File: src/rtl/rsa_cipher_tx.sv
// RSA ciphertext serial transmitter: 7-bit words are buffered in a FIFO and sent as async frames.
// Define RSA_TX_PARITY_EN to add an even-parity bit after the data bits.
module rsa_cipher_tx #(
  parameter int CLKS_PER_BIT = 4,
  parameter int FIFO_DEPTH   = 4
) (
  input  logic       clk,
  input  logic       reset,
  input  logic [6:0] c_in,
  input  logic       c_valid,
  output logic       c_ready,
  output logic       tx,
  output logic       busy,
  output logic       ovf_err
);

  localparam int AW = $clog2(FIFO_DEPTH);
  localparam int CW = AW + 1;
  localparam int BW = $clog2(CLKS_PER_BIT);

  typedef enum logic [2:0] {
    IDLE,
    START,
    DATA,
`ifdef RSA_TX_PARITY_EN
    PARITY,
`endif
    STOP
  } state_t;

  state_t state, state_n;

  logic [6:0]    mem [FIFO_DEPTH];
  logic [AW-1:0] wptr, rptr;
  logic [CW-1:0] count;
  logic          push, pop, load;

  logic [BW-1:0] baud, baud_n;
  logic [2:0]    idx, idx_n;
  logic [6:0]    shift, shift_n;
  logic          tx_n, done;
`ifdef RSA_TX_PARITY_EN
  logic          par, par_n;
`endif

  assign c_ready = (count != CW'(FIFO_DEPTH));
  assign push    = c_valid && c_ready;
  assign done    = (baud == BW'(CLKS_PER_BIT - 1));

  always_ff @(posedge clk) begin
    if (push) mem[wptr] <= c_in;
  end

  always_ff @(posedge clk) begin
    if (reset) begin
      wptr    <= '0;
      rptr    <= '0;
      count   <= '0;
      ovf_err <= 1'b0;
    end else begin
      if (push) wptr <= wptr + 1'b1;
      if (pop)  rptr <= rptr + 1'b1;
      unique case ({push, pop})
        2'b10:   count <= count + 1'b1;
        2'b01:   count <= count - 1'b1;
        default: count <= count;
      endcase
      if (c_valid && !c_ready) ovf_err <= 1'b1;
    end
  end

  always_comb begin
    state_n = state;
    baud_n  = baud + 1'b1;
    idx_n   = idx;
    shift_n = shift;
    tx_n    = tx;
    pop     = 1'b0;
    load    = 1'b0;
`ifdef RSA_TX_PARITY_EN
    par_n   = par;
`endif
    unique case (state)
      IDLE: begin
        baud_n = '0;
        tx_n   = 1'b1;
        load   = (count != '0);
      end
      START: begin
        if (done) begin
          state_n = DATA;
          baud_n  = '0;
          tx_n    = shift[0];
        end
      end
      DATA: begin
        if (done) begin
          baud_n = '0;
          if (idx == 3'd6) begin
`ifdef RSA_TX_PARITY_EN
            state_n = PARITY;
            tx_n    = par;
`else
            state_n = STOP;
            tx_n    = 1'b1;
`endif
          end else begin
            idx_n   = idx + 1'b1;
            shift_n = {1'b0, shift[6:1]};
            tx_n    = shift[1];
          end
        end
      end
`ifdef RSA_TX_PARITY_EN
      PARITY: begin
        if (done) begin
          state_n = STOP;
          baud_n  = '0;
          tx_n    = 1'b1;
        end
      end
`endif
      STOP: begin
        tx_n = 1'b1;
        if (done) begin
          baud_n = '0;
          if (count != '0) load = 1'b1;
          else state_n = IDLE;
        end
      end
      default: state_n = IDLE;
    endcase
    // Shared pop path: from IDLE, or straight out of STOP for gapless frames
    if (load) begin
      pop     = 1'b1;
      shift_n = mem[rptr];
      state_n = START;
      baud_n  = '0;
      idx_n   = '0;
      tx_n    = 1'b0;
`ifdef RSA_TX_PARITY_EN
      par_n   = ^mem[rptr];
`endif
    end
  end

  always_ff @(posedge clk) begin
    if (reset) begin
      state <= IDLE;
      baud  <= '0;
      idx   <= '0;
      shift <= '0;
      tx    <= 1'b1;
      busy  <= 1'b0;
`ifdef RSA_TX_PARITY_EN
      par   <= 1'b0;
`endif
    end else begin
      state <= state_n;
      baud  <= baud_n;
      idx   <= idx_n;
      shift <= shift_n;
      tx    <= tx_n;
      busy  <= (state_n != IDLE);
`ifdef RSA_TX_PARITY_EN
      par   <= par_n;
`endif
    end
  end

endmodule

File: config.mk
export PLATFORM = sky130hd
export DESIGN_NAME = rsa_cipher_tx
export DESIGN_NICKNAME = d
export VERILOG_FILES = /design/src/rtl/rsa_cipher_tx.sv
export SDC_FILE = /design/constraint.sdc
export NUM_CORES = 1
export LEC_CHECK = 0
export ABC_AREA = 1
export ABC_CLOCK_PERIOD_IN_PS = 2000
export CAP_MARGIN = 20
export CORE_UTILIZATION = 49
export CTS_BUF_LIST = sky130_fd_sc_hd__clkbuf_4 sky130_fd_sc_hd__clkbuf_8
export CTS_CLUSTER_SIZE = 40
export DETAILED_ROUTE_END_ITERATION = 8
export PLACE_DENSITY = 0.81
export SKIP_LAST_GASP = 1
export SLEW_MARGIN = 0
export SYNTH_ARGS = -nofsm -noshare
export SYNTH_HDL_FRONTEND = slang
export SYNTH_SLANG_ARGS = --single-unit
File: constraint.sdc
create_clock -name clk -period 2 [get_ports clk]
set_input_delay 0.3 -clock clk [delete_from_list [all_inputs] [get_ports clk]]
set_output_delay 0.3 -clock clk [all_outputs]
set_load 0.02 [all_outputs]
==> results.sh, run 1 <==
export IMPL_crit_arrival_ns=2.07
export IMPL_grt_pass1_vias=1658
export IMPL_num_rows=25
export IMPL_irDropWorstVdd_v=0.000737
export IMPL_ys_warn_count=0
export IMPL_antennaDiodeCount=0
export IMPL_p_leak_uw=0.00119
export IMPL_start_kind="register"
export IMPL_top_layer="met4"
export IMPL_vias=1784
export IMPL_crit_chain="nand2_2, nor2_2, nand3_2, nand2_4, ha_1, inv_1, fa_2, a21oi_2, o21ai_1, o21ai_1, a21oi_1"
export IMPL_gp_congestion=0.820
export IMPL_cts_htree_levels=2
export IMPL_avgSynthCellArea_um2=9.22
export IMPL_drive_gt1_share_pct=16.5
export IMPL_core_region_area_um2=4820
export IMPL_cp_max_fo=5
export IMPL_cpMostUsedCell="o21ai_1"
export IMPL_synth_top_area_cell="edfxtp_1"
export IMPL_hold_end="baud[0]$_SDFF_PP0_"
export IMPL_rrSetupSlack_ns=0.13
export IMPL_drc=0
export IMPL_cts_root_buf="clkbuf_8"
export IMPL_track_usage_pct=18.1
export IMPL_grt_max_degree=26
export IMPL_finalSetupViolCount=0
export IMPL_maxCapViolations=0
export IMPL_r2r_end="count[2]$_SDFFE_PP0P_"
export IMPL_grt_overflow_total=0
export IMPL_grt_pass1_wl_mm=7.24
export IMPL_drt_iter0_drc=91
export IMPL_fp_dieH_um=73.4
export IMPL_cts_buffers=5
export IMPL_run_status="finished clean"
export IMPL_critical_path_class="register to register"
export IMPL_die_area_um2=5390
export IMPL_hold_path_startpoint="baud[0]$_SDFF_PP0_"
export IMPL_hold_depth=1
export IMPL_crit_path_start="state[0]$_SDFF_PP0_"
export IMPL_synth_area_leaders="edfxtp_1 34%, dfxtp_1 22%, nand2_1 7.2%"
export IMPL_path_clk_slew_ns=0.10
export IMPL_antenna_found_initial=0
export IMPL_r2r_cells=11
export IMPL_pin_count=14
export IMPL_area_growth_pct=15.2
export IMPL_synth_seq_cells=55
export IMPL_instances_no_fill=364
export IMPL_power_density_nw_per_um2=1020
export IMPL_fin_skew_ns=0.0127
export IMPL_synth_seq_area_share_pct=55.3
export IMPL_first_pass_iters=4
export IMPL_hold_viol_final=0
export IMPL_syn_inst=271
export IMPL_r2r_start="state[0]$_SDFF_PP0_"
export IMPL_worstSetupEndpointType="register"
export IMPL_via_per_inst=4.90
export IMPL_crit_slowest_cell="dfxtp_4"
export IMPL_cp_required_ns=2.21
export IMPL_power_total_uw=2940
export IMPL_preCtsSetupSlack_ns=0.00298
export IMPL_cts_sinks=55
export IMPL_die_w_um=73.4
export IMPL_syn_area_um2=2500
export IMPL_wl_met3_um=165
export IMPL_cp_slowest_stage_delay_ns=0.39
export IMPL_n_fill_cell=404
export IMPL_finalWirelength_mm=4.30
export IMPL_routedWlPerCell_um=11.8
export IMPL_fin_nets=315
export IMPL_drv_slew=0
export IMPL_clock_path_buffers=2
export IMPL_dp_cells=355
export IMPL_ys_types=31
export IMPL_port_buffers=13
export IMPL_met1_length_mm=1.93
export IMPL_period_needed_ns=1.87
export IMPL_fin_ws_ns=0.135
export IMPL_hpwl_mm=3.02
export IMPL_period_share_pct=93.3
export IMPL_cts_tree="yes"
export IMPL_syn_num_nets=290
export IMPL_clk_latency_ns=0.32
export IMPL_max_freq_ghz=0.536
export IMPL_drtAntennaViolNets=0
export IMPL_hp_class="register to register"
export IMPL_yosys_area_top_type_share_pct=33.7
export IMPL_wl_met2_mm=2.09
export IMPL_start_util_pct=51.8
-- placed cells by master (no fill, tap or decap), types with 2 or more instances in the layout --
cell,synthesis,layout
nor3_1,2,2
edfxtp_1,28,28
nor2_1,39,38
inv_2,3,4
ha_1,8,8
nand2_1,48,47
dfxtp_1,27,24
nand2_2,4,5
clkbuf_8,0,5
clkdlybuf4s50_1,0,13
nand3_1,6,5
inv_6,0,2
inv_1,41,40
a21oi_1,13,12
dfxtp_4,0,2
nor2_2,2,3
nand3_4,2,2
a21oi_2,1,2
nand3_2,2,3
o211ai_1,11,11
o21ai_1,1,3
nand2_4,4,4
o21ai_0,15,13
buf_4,1,10
clkinv_2,1,2
-- metrics by stage --
stage | hold WS, ns | cell area (um2) | TNS (ns) | utilization, %
floorplan | 0.399 | 2500 | 0 | -
global placement | 0.417 | 2760 | 0 | 57.3
detailed placement | 0.424 | 2760 | 0 | 57.3
CTS | 0.438 | 2850 | 0 | 59.2
global route | 0.449 | 2880 | -0.0424 | 59.7
finish | 0.433 | 2880 | 0 | 59.7
-- final cells by class --
type                       count  area (um2)  area share (%)
clock buffer                   5        68.8            2.39
sequential                    55        1390            48.3
tap                           67        83.8            2.91
inverter                      45         170            5.91
timing repair buffer          23         205            7.13
multi-input combinational    166         937            32.6
clock inverter                 3        22.5           0.783
-- registers in the layout, summed over array words and instances (netlist names), 2 cells and up, named ones only --
name and flops:
idx 3, state 3, shift 7, mem 28, rptr 2, count 3
wptr 2, baud 2
-- how the worst max path moves through the flow --
stage,slack (ns),cells after the start,end
2_1_floorplan,0.07,10,count[2]$_SDFFE_PP0P_
3_3_place_gp,0.06,9,count[2]$_SDFFE_PP0P_
3_5_place_dp,0.003,9,count[2]$_SDFFE_PP0P_
4_1_cts,0.007,12,count[2]$_SDFFE_PP0P_
5_1_grt,-0.04,10,count[2]$_SDFFE_PP0P_
6_report,0.13,11,count[2]$_SDFFE_PP0P_
-- per-layer routing --
layer | vias to the layer above | track usage, %
li1 | 920 | -
met1 | 820 | 22.0
met5 | - | 0
met3 | 8 | 4.12
met4 | 0 | 8.33
met2 | 36 | 30.8
-- where the power goes --
group | internal (uW) | leakage, uW | switching, uW
Clock | 254 | 0.0000489 | 375
Combinational | 335 | 0.000660 | 547
Sequential | 1350 | 0.000480 | 78.0
-- kinds of logic after synthesis --
group	after synthesis	synth area share [%]
compound gates	44	10.7
fa+ha+maj	9	4.81
buf+inv	50	7.82
flops	55	55.3
other cells	1	0.150
simple gates	112	21.2
-- repair_timing --
action                                  in CTS  in global routing
pin swaps                                    0                  1
endpoints found under the setup margin       1                  1
cloned                                       0                  0
hold buffers                                 0                  0
resized for setup                            2                 10
buffers inserted                             0                  1
-- Yosys cell counts, drive strengths merged --
| master | instances |
|---|---|
| or2 | 1 |
| o211ai | 11 |
| o22ai | 1 |
| a21oi | 15 |
| clkinv | 1 |
| inv | 44 |
| nor3 | 2 |
| nand2 | 56 |
| ha | 8 |
| dfxtp | 27 |
| edfxtp | 28 |
| conb | 1 |
| buf | 3 |
| nand3 | 10 |
| o21ai | 17 |
| clkbuf | 2 |
| nor3b | 1 |
| nor2 | 41 |
| fa | 1 |
| nand4 | 1 |
-- critical path: cells and delay by family, from the launching register on --
kind | cells | cell delay (ns)
compound gates | 4 | 0.39
fa+ha+maj | 2 | 0.48
buf+inv | 1 | 0.07
flops | 1 | 0.39
simple gates | 4 | 0.41
Note: power is estimated with default switching activity, not from simulation.
==> run 2: changes to the inputs <==
--- a/config.mk
+++ b/config.mk
@@ -12,7 +12,9 @@
 export CTS_BUF_LIST = sky130_fd_sc_hd__clkbuf_4 sky130_fd_sc_hd__clkbuf_8
 export CTS_CLUSTER_SIZE = 40
 export DETAILED_ROUTE_END_ITERATION = 8
+export MAX_ROUTING_LAYER = met4
 export PLACE_DENSITY = 0.81
+export REMOVE_ABC_BUFFERS = 1
 export SKIP_LAST_GASP = 1
 export SLEW_MARGIN = 0
 export SYNTH_ARGS = -nofsm -noshare
==> results.sh, run 2 (same netlist as run 1, synthesis figures left out) <==
export IMPL_r2r_end="count[2]$_SDFFE_PP0P_"
export IMPL_pin_count=14
export IMPL_grt_max_degree=19
export IMPL_regMostFlops="mem"
export IMPL_power_total_uw=3000
export IMPL_via_per_inst=4.85
export IMPL_path_buf_inv=2
export IMPL_cts_tree="yes"
export IMPL_fin_nets=316
export IMPL_hold_depth=2
export IMPL_finalWirelength_mm=4.38
export IMPL_cpMostUsedCell="inv_2"
export IMPL_crit_slowest_cell="fa_2"
export IMPL_rrSetupSlack_ns=0.1
export IMPL_max_freq_ghz=0.526
export IMPL_gp_congestion=0.864
export IMPL_grt_pass1_vias=1688
export IMPL_drv_slew=0
export IMPL_crit_family="adder cells"
export IMPL_critical_path_class="register to register"
export IMPL_vias=1769
export IMPL_period_needed_ns=1.90
export IMPL_antennaDiodeCount=0
export IMPL_finalSetupViolCount=0
export IMPL_largest_register_ffs=28
export IMPL_clk_latency_ns=0.32
export IMPL_maxCapViolations=0
export IMPL_cp_slowest_stage_delay_ns=0.42
export IMPL_final_cell_mix="47 x nand2_1, 38 x inv_1, 38 x nor2_1"
export IMPL_drtAntennaViolNets=0
export IMPL_start_kind="register"
export IMPL_fp_dieH_um=73.4
export IMPL_top_regs="mem (28), shift (7)"
export IMPL_power_density_nw_per_um2=1030
export IMPL_hold_viol_final=0
export IMPL_cp_max_fo=4
export IMPL_dp_cells=355
export IMPL_layout_commonest_cell="nand2_1"
export IMPL_path_clk_slew_ns=0.10
export IMPL_grt_pass1_wl_mm=7.29
export IMPL_first_pass_iters=4
export IMPL_postCtsHoldBufs=0
export IMPL_irDropWorstVdd_v=0.000570
export IMPL_num_rows=25
export IMPL_routedWlPerCell_um=12.0
export IMPL_port_buffers=13
export IMPL_cts_sinks=55
export IMPL_hold_path_startpoint="ovf_err$_SDFFE_PP0P_"
export IMPL_cp_required_ns=2.21
export IMPL_hpwl_mm=3.24
export IMPL_r2r_cells=12
export IMPL_r2r_start="state[2]$_SDFF_PP0_"
export IMPL_track_usage_pct=19.0
export IMPL_hold_end="ovf_err$_SDFFE_PP0P_"
export IMPL_cts_root_buf="clkbuf_8"
export IMPL_die_w_um=73.4
export IMPL_fin_skew_ns=0.0101
export IMPL_crit_chain="inv_2, nand2_1, nor2_2, nand2_2, nand2_4, ha_1, inv_2, fa_2, a21oi_2, o21ai_2, o21ai_1, a21oi_1"
export IMPL_drc=0
export IMPL_crit_arrival_ns=2.11
export IMPL_run_status="finished clean"
export IMPL_cts_buffers=5
export IMPL_hp_class="register to register"
export IMPL_period_share_pct=95.1
export IMPL_worstSetupEndpointType="register"
export IMPL_clock_path_buffers=2
export IMPL_cts_htree_levels=2
export IMPL_die_area_um2=5390
export IMPL_final_core_util_pct=60.6
export IMPL_start_util_pct=51.8
export IMPL_drive_gt1_share_pct=18.1
export IMPL_instances_no_fill=365
export IMPL_core_region_area_um2=4820
export IMPL_grt_overflow_total=0
export IMPL_area_growth_pct=17.0
export IMPL_antenna_found_initial=0
export IMPL_drt_iter0_drc=115
export IMPL_p_leak_uw=0.00120
## run 2: tightest hold or removal path, cell delays in order (launching register included)
cell and delay (ns):
dfxtp_1 0.32, inv_1 0.05, a21oi_1 0.05
## run 2: metal layers
metal	global-route usage [%]	up-vias	wire [um]
met4	8.33	0	87
met3	4.94	7	147
met2	31.6	22	2210
li1	-	924	-
met5	-	-	0
met1	21.7	816	1940
## run 2: how the worst max path moves through the flow
| stage | startpoint | end | slack [ns] | cells after the start |
|---|---|---|---|---|
| after floorplan | count[0]$_SDFFE_PP0P_ | count[2]$_SDFFE_PP0P_ | -0.03 | 10 |
| after global placement | c_valid | count[2]$_SDFFE_PP0P_ | 0.06 | 9 |
| after detailed placement | c_valid | count[2]$_SDFFE_PP0P_ | -0.07 | 9 |
| after CTS | state[2]$_SDFF_PP0_ | count[2]$_SDFFE_PP0P_ | 0.01 | 12 |
| after global routing | state[2]$_SDFF_PP0_ | count[2]$_SDFFE_PP0P_ | -0.01 | 12 |
| final | state[2]$_SDFF_PP0_ | count[2]$_SDFFE_PP0P_ | 0.1 | 12 |
## run 2: cell type report
| cell class | instances | area [um2] |
|---|---|---|
| fill | 387 | 1900 |
| sequential | 55 | 1390 |
| multi-input combinational | 166 | 961 |
| timing repair buffer | 24 | 213 |
| inverter | 45 | 170 |
| tap | 67 | 83.8 |
| clock buffer | 6 | 82.6 |
| clock inverter | 2 | 17.5 |
## run 2: report_power, final
group / internal, uW / switching, uW
Combinational: 350 / 537
Sequential: 1350 / 99.7
Clock: 290 / 372
Total: 1990 / 1010
## run 2: repair_timing
item,in CTS,in global routing
buffers inserted,0,2
resized for setup,3,18
endpoints found under the setup margin,1,2
pin swaps,0,4
cloned,0,0
## run 2: per-stage QoR
| stage | setup WS, ns | TNS (ns) | area [um2] | hold WS, ns |
|---|---|---|---|---|
| 2_1_floorplan | -0.0254 | -0.0254 | 2470 | 0.369 |
| 3_3_place_gp | 0.0569 | 0 | 2750 | 0.415 |
| 3_5_place_dp | -0.0731 | -0.0731 | 2750 | 0.436 |
| 4_1_cts | 0.00985 | 0 | 2860 | 0.449 |
| 5_1_grt | -0.0133 | -0.0133 | 2920 | 0.493 |
| 6_report | 0.0971 | 0 | 2920 | 0.467 |
